**src/rtl/ram_pkg.sv**
```systemverilog
// rtl/ram_pkg.sv - shared defaults and FSM encoding for the RAM read initiator
package ram_pkg;

  localparam int RAM_ADDR_SIZE = 4;
  localparam int RAM_DATA_SIZE = 8;
  localparam int RAM_DEPTH     = 16;

  typedef enum logic [1:0] {
    IDLE  = 2'd0,
    ISSUE = 2'd1,
    DRAIN = 2'd2,
    DONE  = 2'd3
  } rd_state_t;

endpackage

```
**src/rtl/dual_port_ram_reader_if.sv**
```systemverilog
// rtl/dual_port_ram_reader_if.sv - valid/ready word stream leaving the reader
interface dual_port_ram_reader_if
  import ram_pkg::*;
#(
  parameter int DATA_SIZE = RAM_DATA_SIZE
);

  logic [DATA_SIZE-1:0] m_data;
  logic                 m_valid;
  logic                 m_ready;
  logic                 m_last;

  modport master (output m_data, output m_valid, output m_last, input m_ready);
  modport slave  (input m_data, input m_valid, input m_last, output m_ready);

endinterface

```
**src/rtl/ram_rd_skid.sv**
```systemverilog
// rtl/ram_rd_skid.sv - 2-entry FIFO absorbing RAM returns while the stream stalls
module ram_rd_skid #(
  parameter int DATA_SIZE = 8
) (
  input  logic                 clk,
  input  logic                 rst,
  input  logic                 push,
  input  logic [DATA_SIZE-1:0] push_data,
  input  logic                 pop,
  output logic [1:0]           count,
  output logic [DATA_SIZE-1:0] head
);

  logic [DATA_SIZE-1:0] mem [2];
  logic                 wr_ptr;
  logic                 rd_ptr;

  // push and pop on one entry touch different slots, so ordering holds
  always_ff @(posedge clk) begin
    if (rst) begin
      mem[0] <= '0;
      mem[1] <= '0;
      wr_ptr <= 1'b0;
      rd_ptr <= 1'b0;
      count  <= 2'd0;
    end else begin
      if (push) begin
        mem[wr_ptr] <= push_data;
        wr_ptr      <= ~wr_ptr;
      end
      if (pop) begin
        rd_ptr <= ~rd_ptr;
      end
      count <= count + 2'(push) - 2'(pop);
    end
  end

  assign head = mem[rd_ptr];

endmodule

```
**src/rtl/dual_port_ram_reader.sv**
```systemverilog
// rtl/dual_port_ram_reader.sv - burst read initiator streaming RAM words with backpressure
module dual_port_ram_reader
  import ram_pkg::*;
#(
  parameter int ADDR_SIZE = RAM_ADDR_SIZE,
  parameter int DATA_SIZE = RAM_DATA_SIZE,
  parameter int DEPTH     = RAM_DEPTH
) (
  input  logic                 clk,
  input  logic                 rst,
  input  logic                 start,
  input  logic [ADDR_SIZE-1:0] base_addr,
  input  logic [ADDR_SIZE:0]   length,
  output logic                 busy,
  output logic                 done,
  output logic                 ram_cs,
  output logic                 ram_re,
  output logic                 ram_oe,
  output logic [ADDR_SIZE-1:0] ram_rd_address,
  input  logic [DATA_SIZE-1:0] ram_data_out,
  dual_port_ram_reader_if.master m
);

  rd_state_t            state, state_nxt;
  logic [ADDR_SIZE-1:0] ptr;
  logic [ADDR_SIZE-1:0] ptr_inc;
  logic [ADDR_SIZE:0]   remaining;
  logic [ADDR_SIZE:0]   beats;
  logic                 inflight;
  logic                 issue;
  logic                 pop;
  logic [1:0]           fifo_count;
  logic [2:0]           occupancy;
  logic [DATA_SIZE-1:0] fifo_head;

  assign pop       = m.m_valid & m.m_ready;
  assign occupancy = 3'(fifo_count) + 3'(inflight) - 3'(pop);
  assign ptr_inc   = (ptr == ADDR_SIZE'(DEPTH - 1)) ? '0 : ptr + 1'b1;

  always_comb begin
    state_nxt = state;
    issue     = 1'b0;
    case (state)
      IDLE: begin
        if (start) begin
          state_nxt = (length != '0) ? ISSUE : DONE;
        end
      end
      ISSUE: begin
        if (remaining == '0) begin
          state_nxt = DRAIN;
        end else if (occupancy < 3'd2) begin
          // an issue is only allowed when its return is guaranteed a FIFO slot
          issue = 1'b1;
        end
      end
      DRAIN: begin
        if (!inflight && fifo_count == 2'd0 && beats == '0) begin
          state_nxt = DONE;
        end
      end
      DONE: begin
        state_nxt = IDLE;
      end
      default: begin
        state_nxt = IDLE;
      end
    endcase
  end

  always_ff @(posedge clk) begin
    if (rst) begin
      state     <= IDLE;
      ptr       <= '0;
      remaining <= '0;
      beats     <= '0;
      inflight  <= 1'b0;
      done      <= 1'b0;
    end else begin
      state    <= state_nxt;
      inflight <= issue;
      done     <= (state == DONE);
      if (state == IDLE && start) begin
        ptr       <= base_addr;
        remaining <= length;
        beats     <= length;
      end else begin
        if (issue) begin
          ptr       <= ptr_inc;
          remaining <= remaining - 1'b1;
        end
        if (pop) begin
          beats <= beats - 1'b1;
        end
      end
    end
  end

  ram_rd_skid #(.DATA_SIZE(DATA_SIZE)) u_skid (
    .clk       (clk),
    .rst       (rst),
    .push      (inflight),
    .push_data (ram_data_out),
    .pop       (pop),
    .count     (fifo_count),
    .head      (fifo_head)
  );

  // RAM stays enabled through stalls so data_out never floats
  assign busy           = (state == ISSUE) || (state == DRAIN);
  assign ram_cs         = busy;
  assign ram_re         = busy;
  assign ram_oe         = busy;
  assign ram_rd_address = ptr;

  assign m.m_valid = (fifo_count != 2'd0);
  assign m.m_data  = fifo_head;
  assign m.m_last  = m.m_valid && (beats == (ADDR_SIZE+1)'(1));

endmodule

```
**src/flat_wrapper.sv**
```systemverilog
// flat-port wrapper written by rule: the top's interface ports become plain ports
module dual_port_ram_reader_flat import ram_pkg::*;
#(
  parameter int ADDR_SIZE = RAM_ADDR_SIZE,
  parameter int DATA_SIZE = RAM_DATA_SIZE,
  parameter int DEPTH     = RAM_DEPTH
)
  (clk, rst, start, base_addr, length, busy, done, ram_cs, ram_re, ram_oe, ram_rd_address, ram_data_out, m_m_data, m_m_valid, m_m_last, m_m_ready);
  dual_port_ram_reader_if #(.DATA_SIZE(DATA_SIZE)) m_i ();
  input  logic clk;
  input  logic rst;
  input  logic start;
  input  logic [ADDR_SIZE-1:0] base_addr;
  input  logic [ADDR_SIZE:0] length;
  output logic busy;
  output logic done;
  output logic ram_cs;
  output logic ram_re;
  output logic ram_oe;
  output logic [ADDR_SIZE-1:0] ram_rd_address;
  input  logic [DATA_SIZE-1:0] ram_data_out;
  output wire logic [$bits(m_i.m_data)-1:0] m_m_data;
  output wire logic [$bits(m_i.m_valid)-1:0] m_m_valid;
  output wire logic [$bits(m_i.m_last)-1:0] m_m_last;
  input wire logic [$bits(m_i.m_ready)-1:0] m_m_ready;
  assign m_m_data = m_i.m_data;
  assign m_m_valid = m_i.m_valid;
  assign m_m_last = m_i.m_last;
  assign m_i.m_ready = m_m_ready;
  dual_port_ram_reader #(.ADDR_SIZE(ADDR_SIZE), .DATA_SIZE(DATA_SIZE), .DEPTH(DEPTH)) u_core (.clk(clk), .rst(rst), .start(start), .base_addr(base_addr), .length(length), .busy(busy), .done(done), .ram_cs(ram_cs), .ram_re(ram_re), .ram_oe(ram_oe), .ram_rd_address(ram_rd_address), .ram_data_out(ram_data_out), .m(m_i));
endmodule
```
**config.mk**
```make
export PLATFORM = sky130hd
export DESIGN_NAME = dual_port_ram_reader_flat
export DESIGN_NICKNAME = d
export VERILOG_FILES = /design/src/rtl/ram_pkg.sv /design/src/rtl/dual_port_ram_reader_if.sv /design/src/rtl/ram_rd_skid.sv /design/src/rtl/dual_port_ram_reader.sv /design/src/flat_wrapper.sv
export SDC_FILE = /design/constraint.sdc
export NUM_CORES = 1
export LEC_CHECK = 0
export ABC_AREA = 1
export BUFFER_PORTS_ARGS = -buffer_cell sky130_fd_sc_hd__buf_2
export CAP_MARGIN = 20
export CORE_MARGIN = 1
export CORE_UTILIZATION = 56
export DETAILED_ROUTE_END_ITERATION = 8
export PLACE_DENSITY = 0.76
export REMOVE_ABC_BUFFERS = 1
export SLEW_MARGIN = 10
export SYNTH_ARGS = -nofsm -noshare
export SYNTH_HDL_FRONTEND = slang
export SYNTH_HIERARCHICAL = 1
export SYNTH_SLANG_ARGS = --single-unit
```
**constraint.sdc**
```tcl
create_clock -name clk -period 2.7 [get_ports clk]
set_input_delay 0 -clock clk [delete_from_list [all_inputs] [get_ports clk]]
set_output_delay 0 -clock clk [all_outputs]
set_load 0.02 [all_outputs]
```
==> results.cfg, run 1 <==
[status]
status = finished, final reports clean

[logic_synthesis]
synth_xor_area_share_pct = 1.54
synthTopCellsByCount = nand2_1 (64), nor2_1 (47), inv_1 (36)
ys_seq_area_share_pct = 41.4
netlist_instances = 282
synth_compound_area_share_pct = 5.23
ys_dominant_reg_cell = dfxtp_1
synth-seq-cells = 39
ys_warn_count = 6
synthSimpleGateAreaFrac_pct = 28.8
yosys.area.top_type = edfxtp_1
synth_cell_type_count = 33
yosysTopAreaCellShare_pct = 21.1
synth_top_family_by_area = simple AND/OR/NAND/NOR gates
synth_area_um2 = 2270
synth.area.mux_share_pct = 5.28
synthTopCellsByArea = edfxtp_1 (21%), dfxtp_1 (20%), nand2_1 (11%)
synth-edff-count = 16
synth_fa_ha_area_share_pct = 8.58
yosysMostFrequentCell = nand2_1
postSynthAreaPerCell_um2 = 8.07
async_flop_share_pct = 0

[floorplan]
floorplan.initialDensity_pct = 60.3
rows = 22
chipWidth_um = 65.7
die_h_um = 65.7
coreArea_um2 = 3770
die-area_um2 = 4320
io-pin-count = 40

[drt]
first_pass_iters = 4
dr_total_vias = 1808
avgViaCountPerCell = 4.87
ant_nets = 0
drc_errors = 0
wl_per_cell_um = 11.4
first_iter_violations = 122
routed_wl_mm = 4.22

[place]
dp_slack_ns = 0.305
io_buffers = 39
gp_congestion = 0.829
hpwl_mm = 3.16
dp_cells = 363

[clocking]
clkSlewWorstSetupHoldPaths_ns = 0.07
cts_resized = 0
cts_root_buffer = clkbuf_8
cts_buffers = 5
clk_latency_ns = 0.29
cts_sinks = 39
h-tree-depth = 2
cts_tree = yes
cts_buffer_depth = 2
post_cts_buffers = 0
hold_buffers = 0

[timing]
finalSetupViolations = 0
fin_crit_ns = 2.40
layout_setup_ws_ns = 0.296
setup-tns-final_ns = 0
fin_worst_skew_ns = 0.00563
slew_violations = 0
rsz0062_at_grt = false
hold_ws_ns = 0.0199
fmax_mhz = 416
fin_crit_sh_pct = 89.0
worst_pin_slew_ns = 0.494
hold_viol = 0
slew_headroom_pct = 67.0

[grt]
grt_pass1_vias = 1759
gr-total-overflow = 0
antenna_found_initial = 0
grt_pass1_wl_mm = 7.47
grt_max_degree = 16
grt_use_total_pct = 23.0

[power_and_ir_drop]
p_switching_mw = 1.28
p_sw_share_pct = 45.6
p_leak_nw = 1.28
max-vdd-ir-drop_mv = 0.944
clkPwrFrac_pct = 13.9
power.share.combinational_pct = 53.3
internal_power_mw = 1.52
cellPowerDensity_nw_per_um2 = 1090
p_seq_share_pct = 32.8

[worst_setup_path]
crit_fanout = 6
required_ns = 2.89
max_stage_delay_ns = 0.50
path_class = register to register
crit_slowest_cell = fa_1
worstSetupStartpointType = register
critPathBufInv = 1
end_kind = register
path_common_cell = nor2_1
reg2reg_slack_ns = 0.30
crit_arrival_ns = 2.60
crit_chain = nor2_2, nor2_1, ha_1, or2_2, fa_1, nand3_2, o21bai_4, inv_2, nor2_1, nor2_1
crit_family = simple AND/OR/NAND/NOR gates

[job]
max_cap_violations = 0

[layout]
diodes = 0
area_growth_pct = 13.1
fin_nets = 358
drive_gt1_share_pct = 24.5
stdcell_count = 371

[worst_hold_path]
min_path_type = input port to register
-- cell families after synthesis --
family	count (synthesis)
muxes	8
AOI/OAI and AO/OA	19
xor gates and xnor gates	4
adders and majority gates	15
and+or+nand+nor	149
buffers and inverters	48
DFF	39
-- metal layers --
metal	vias up	GRT usage, %	routed length [µm]
met1	804	27.1	1920
met3	6	5.90	164
met2	36	40.4	2070
met4	0	6.52	57
li1	962	-	-
met5	-	0	0
-- sequential cells by signal, summed over array words and instances (netlist names), 2 cells and up, named ones only --
register,count
u_core/u_skid/mem,16
u_core/beats,5
u_core/remaining,5
u_core/ram_rd_address,4
u_core/state,2
u_core/u_skid/count,2
-- power groups by stage --
stage,sequential [mW],combinational [mW],clock [mW]
finish,0.920,1.49,0.390
global route,0.945,1.71,0.428
CTS,0.922,1.50,0.396
detailed placement,0.934,1.49,0
global placement,0.930,1.46,0
floorplan,0.933,1.15,0
-- stage by stage --
stage               power [mW]  area (µm²)  utilization (%)
finish                    2.80        2570             68.2
CTS                       2.82        2570             68.2
global placement          2.39        2480             65.9
detailed placement        2.42        2480             65.9
global route              3.09        2570             68.2
floorplan                 2.08        2220                -
-- worst paths after layout --
path / depth (start not counted) / to / from
max: 10 / u_core/remaining[1]$_SDFFE_PP0P_ / u_core/u_skid/count[1]$_SDFF_PP0_
min: 5 / u_core/ram_rd_address[1]$_SDFFE_PP0P_ / base_addr[1]
max reg2reg: 10 / u_core/remaining[1]$_SDFFE_PP0P_ / u_core/u_skid/count[1]$_SDFF_PP0_
min reg2reg: 2 / u_core/remaining[0]$_SDFFE_PP0P_ / u_core/remaining[0]$_SDFFE_PP0P_
-- tightest hold or removal path, delay by kind of cell --
kind                   cells  cell delay [ns]
AND/OR/NAND/NOR            4             0.21
buffers and inverters      1             0.07
-- layout by cell type (no fill, tap or decap) --
| cell | count |
|---|---|
| a21oi_1 | 9 |
| a21oi_2 | 2 |
| a31oi_1 | 2 |
| and3_1 | 1 |
| buf_2 | 39 |
| buf_4 | 1 |
| clkbuf_8 | 5 |
| clkinv_2 | 1 |
| clkinvlp_4 | 2 |
| dfxtp_1 | 23 |
| edfxtp_1 | 16 |
| fa_1 | 1 |
| ha_1 | 14 |
| inv_1 | 36 |
| inv_2 | 4 |
| inv_4 | 1 |
| mux2_4 | 8 |
| nand2_1 | 64 |
| nand2_2 | 4 |
| nand2_4 | 1 |
| nand3_1 | 15 |
| nand3_2 | 2 |
| nand3b_1 | 4 |
| nand4_1 | 1 |
| nor2_1 | 47 |
| nor2_2 | 5 |
| nor3_1 | 2 |
| nor3_2 | 1 |
| o21ai_0 | 4 |
| o21ai_1 | 1 |
| o21bai_4 | 1 |
| or2_2 | 2 |
| xnor2_1 | 3 |
| xor2_1 | 1 |
-- layout make-up --
class / count / area, µm²
flip-flops and latches: 39 / 941
fillers: 320 / 1200
well taps: 48 / 60.1
repair buffers: 40 / 203
inverters: 41 / 156
multi-input cells: 195 / 1120
clock inverters: 3 / 20.0
clock buffers: 5 / 68.8
(Power assumes the default switching activity.)
==> inputs of run 2 (changes only) <==
- CORE_UTILIZATION: 56 -> 40
- PLACE_DENSITY: 0.76 -> 0.56
==> results.cfg, run 2 (synthesis results as in run 1) <==
[timing]
hold_viol = 0
fin_worst_skew_ns = 0.00374
worst_pin_slew_ns = 0.531
fin_crit_sh_pct = 93.0
setup-tns-final_ns = 0
slew_headroom_pct = 64.6
fmax_mhz = 398
rsz0062_at_grt = false
fin_crit_ns = 2.51
hold_ws_ns = 0.0204
finalSetupViolations = 0
slew_violations = 0

[place]
dp_cells = 387
hpwl_mm = 3.32
gp_congestion = 0.760
io_buffers = 39

[job]
max_cap_violations = 0

[worst_setup_path]
crit_fanout = 6
end_kind = register
crit_arrival_ns = 2.70
path_class = register to register
required_ns = 2.89
worstSetupStartpointType = register

[layout]
reg_top3 = u_core/u_skid/mem: 16 flops, u_core/beats: 5 flops, u_core/remaining: 5 flops
fill_cells = 545
seqCellArea_um2 = 941
diodes = 0
fin_nets = 358
multi_input_area_um2 = 1120
mostFrequentLayoutCells = nand2_1 (64), nor2_1 (47), buf_2 (39), inv_1 (36), dfxtp_1 (23)
drive_gt1_share_pct = 24.1
largest_register_ffs = 16
final_common_cell = nand2_1
top_register = u_core/u_skid/mem
stdcell_count = 395
area_growth_pct = 15.2

[worst_hold_path]
min_path_type = input port to register

[grt]
grt_pass1_vias = 1701
grt_pass1_wl_mm = 7.64
gr-total-overflow = 0
grt_use_total_pct = 16.4
grt_max_degree = 16
antenna_found_initial = 0

[floorplan]
rows = 27
die_h_um = 77.4
die-area_um2 = 5990
floorplan.initialDensity_pct = 41.3
io-pin-count = 40
coreArea_um2 = 5510
chipWidth_um = 77.4

[clocking]
cts_resized = 0
clk_latency_ns = 0.29
h-tree-depth = 2
cts_buffer_depth = 2
hold_buffers = 0
post_cts_buffers = 0
cts_tree = yes
cts_buffers = 5
cts_sinks = 39
cts_root_buffer = clkbuf_8
clkSlewWorstSetupHoldPaths_ns = 0.08

[power_and_ir_drop]
max-vdd-ir-drop_mv = 0.633
cellPowerDensity_nw_per_um2 = 1110
finalPower_mw = 2.91
p_leak_nw = 1.29

[drt]
dr_total_vias = 1804
ant_nets = 0
routed_wl_mm = 4.47
drc_errors = 0
first_pass_iters = 4
avgViaCountPerCell = 4.57
wl_per_cell_um = 11.3
first_iter_violations = 81

[status]
status = finished, final reports clean
## run 2: per-layer routing
metal	vias up	routed length [µm]	track usage, %
li1	965	-	-
met1	807	2000	19.0
met2	27	2280	29.0
met3	5	119	3.76
met4	0	72	6.42
met5	-	0	0
## run 2: power breakdown
group	internal, mW	switching, mW	leakage (nW)
clock network	0.271	0.205	0.0556
logic	0.584	0.930	0.885
registers	0.765	0.158	0.354
## run 2: critical path, stage by stage, from the launching register on
cell and delay, ns:
dfxtp_1 0.48, nor2_2 0.09, nor2_1 0.15, ha_1 0.26
or2_2 0.31, fa_1 0.52, nand3_2 0.15, o21bai_4 0.24
inv_2 0.08, nor2_1 0.09, nor2_1 0.05
## run 2: worst paths after layout
kind | start | endpoint | slack, ns | cells after the start
worst max register to register | u_core/u_skid/count[1]$_SDFF_PP0_ | u_core/ram_rd_address[0]$_SDFFE_PP0P_ | 0.19 | 10
worst min register to register | u_core/remaining[0]$_SDFFE_PP0P_ | u_core/remaining[0]$_SDFFE_PP0P_ | 0.51 | 2
worst max-delay path | u_core/u_skid/count[1]$_SDFF_PP0_ | u_core/ram_rd_address[0]$_SDFFE_PP0P_ | 0.19 | 10
worst min-delay path | ram_data_out[2] | u_core/u_skid/mem[1][2]$_SDFFCE_PN0P_ | 0.02 | 3
## run 2: area by class of cell
class                      count  share of cell area (%)
sequential                    39                    35.9
clock inverter                 3                    1.48
inverter                      41                    5.97
clock buffer                   5                    2.63
tap                           72                    3.44
timing repair buffer          40                    7.73
multi-input combinational    195                    42.9
## run 2: through the flow
| stage | utilization [%] | area (µm²) | setup slack [ns] |
|---|---|---|---|
| 3_5_place_dp | 45.6 | 2510 | 0.232 |
| 6_report | 47.6 | 2620 | 0.189 |
| 3_3_place_gp | 45.6 | 2510 | 0.335 |
| 5_1_grt | 47.6 | 2620 | 0.0352 |
| 2_1_floorplan | - | 2220 | 0.292 |
| 4_1_cts | 47.6 | 2620 | 0.187 |
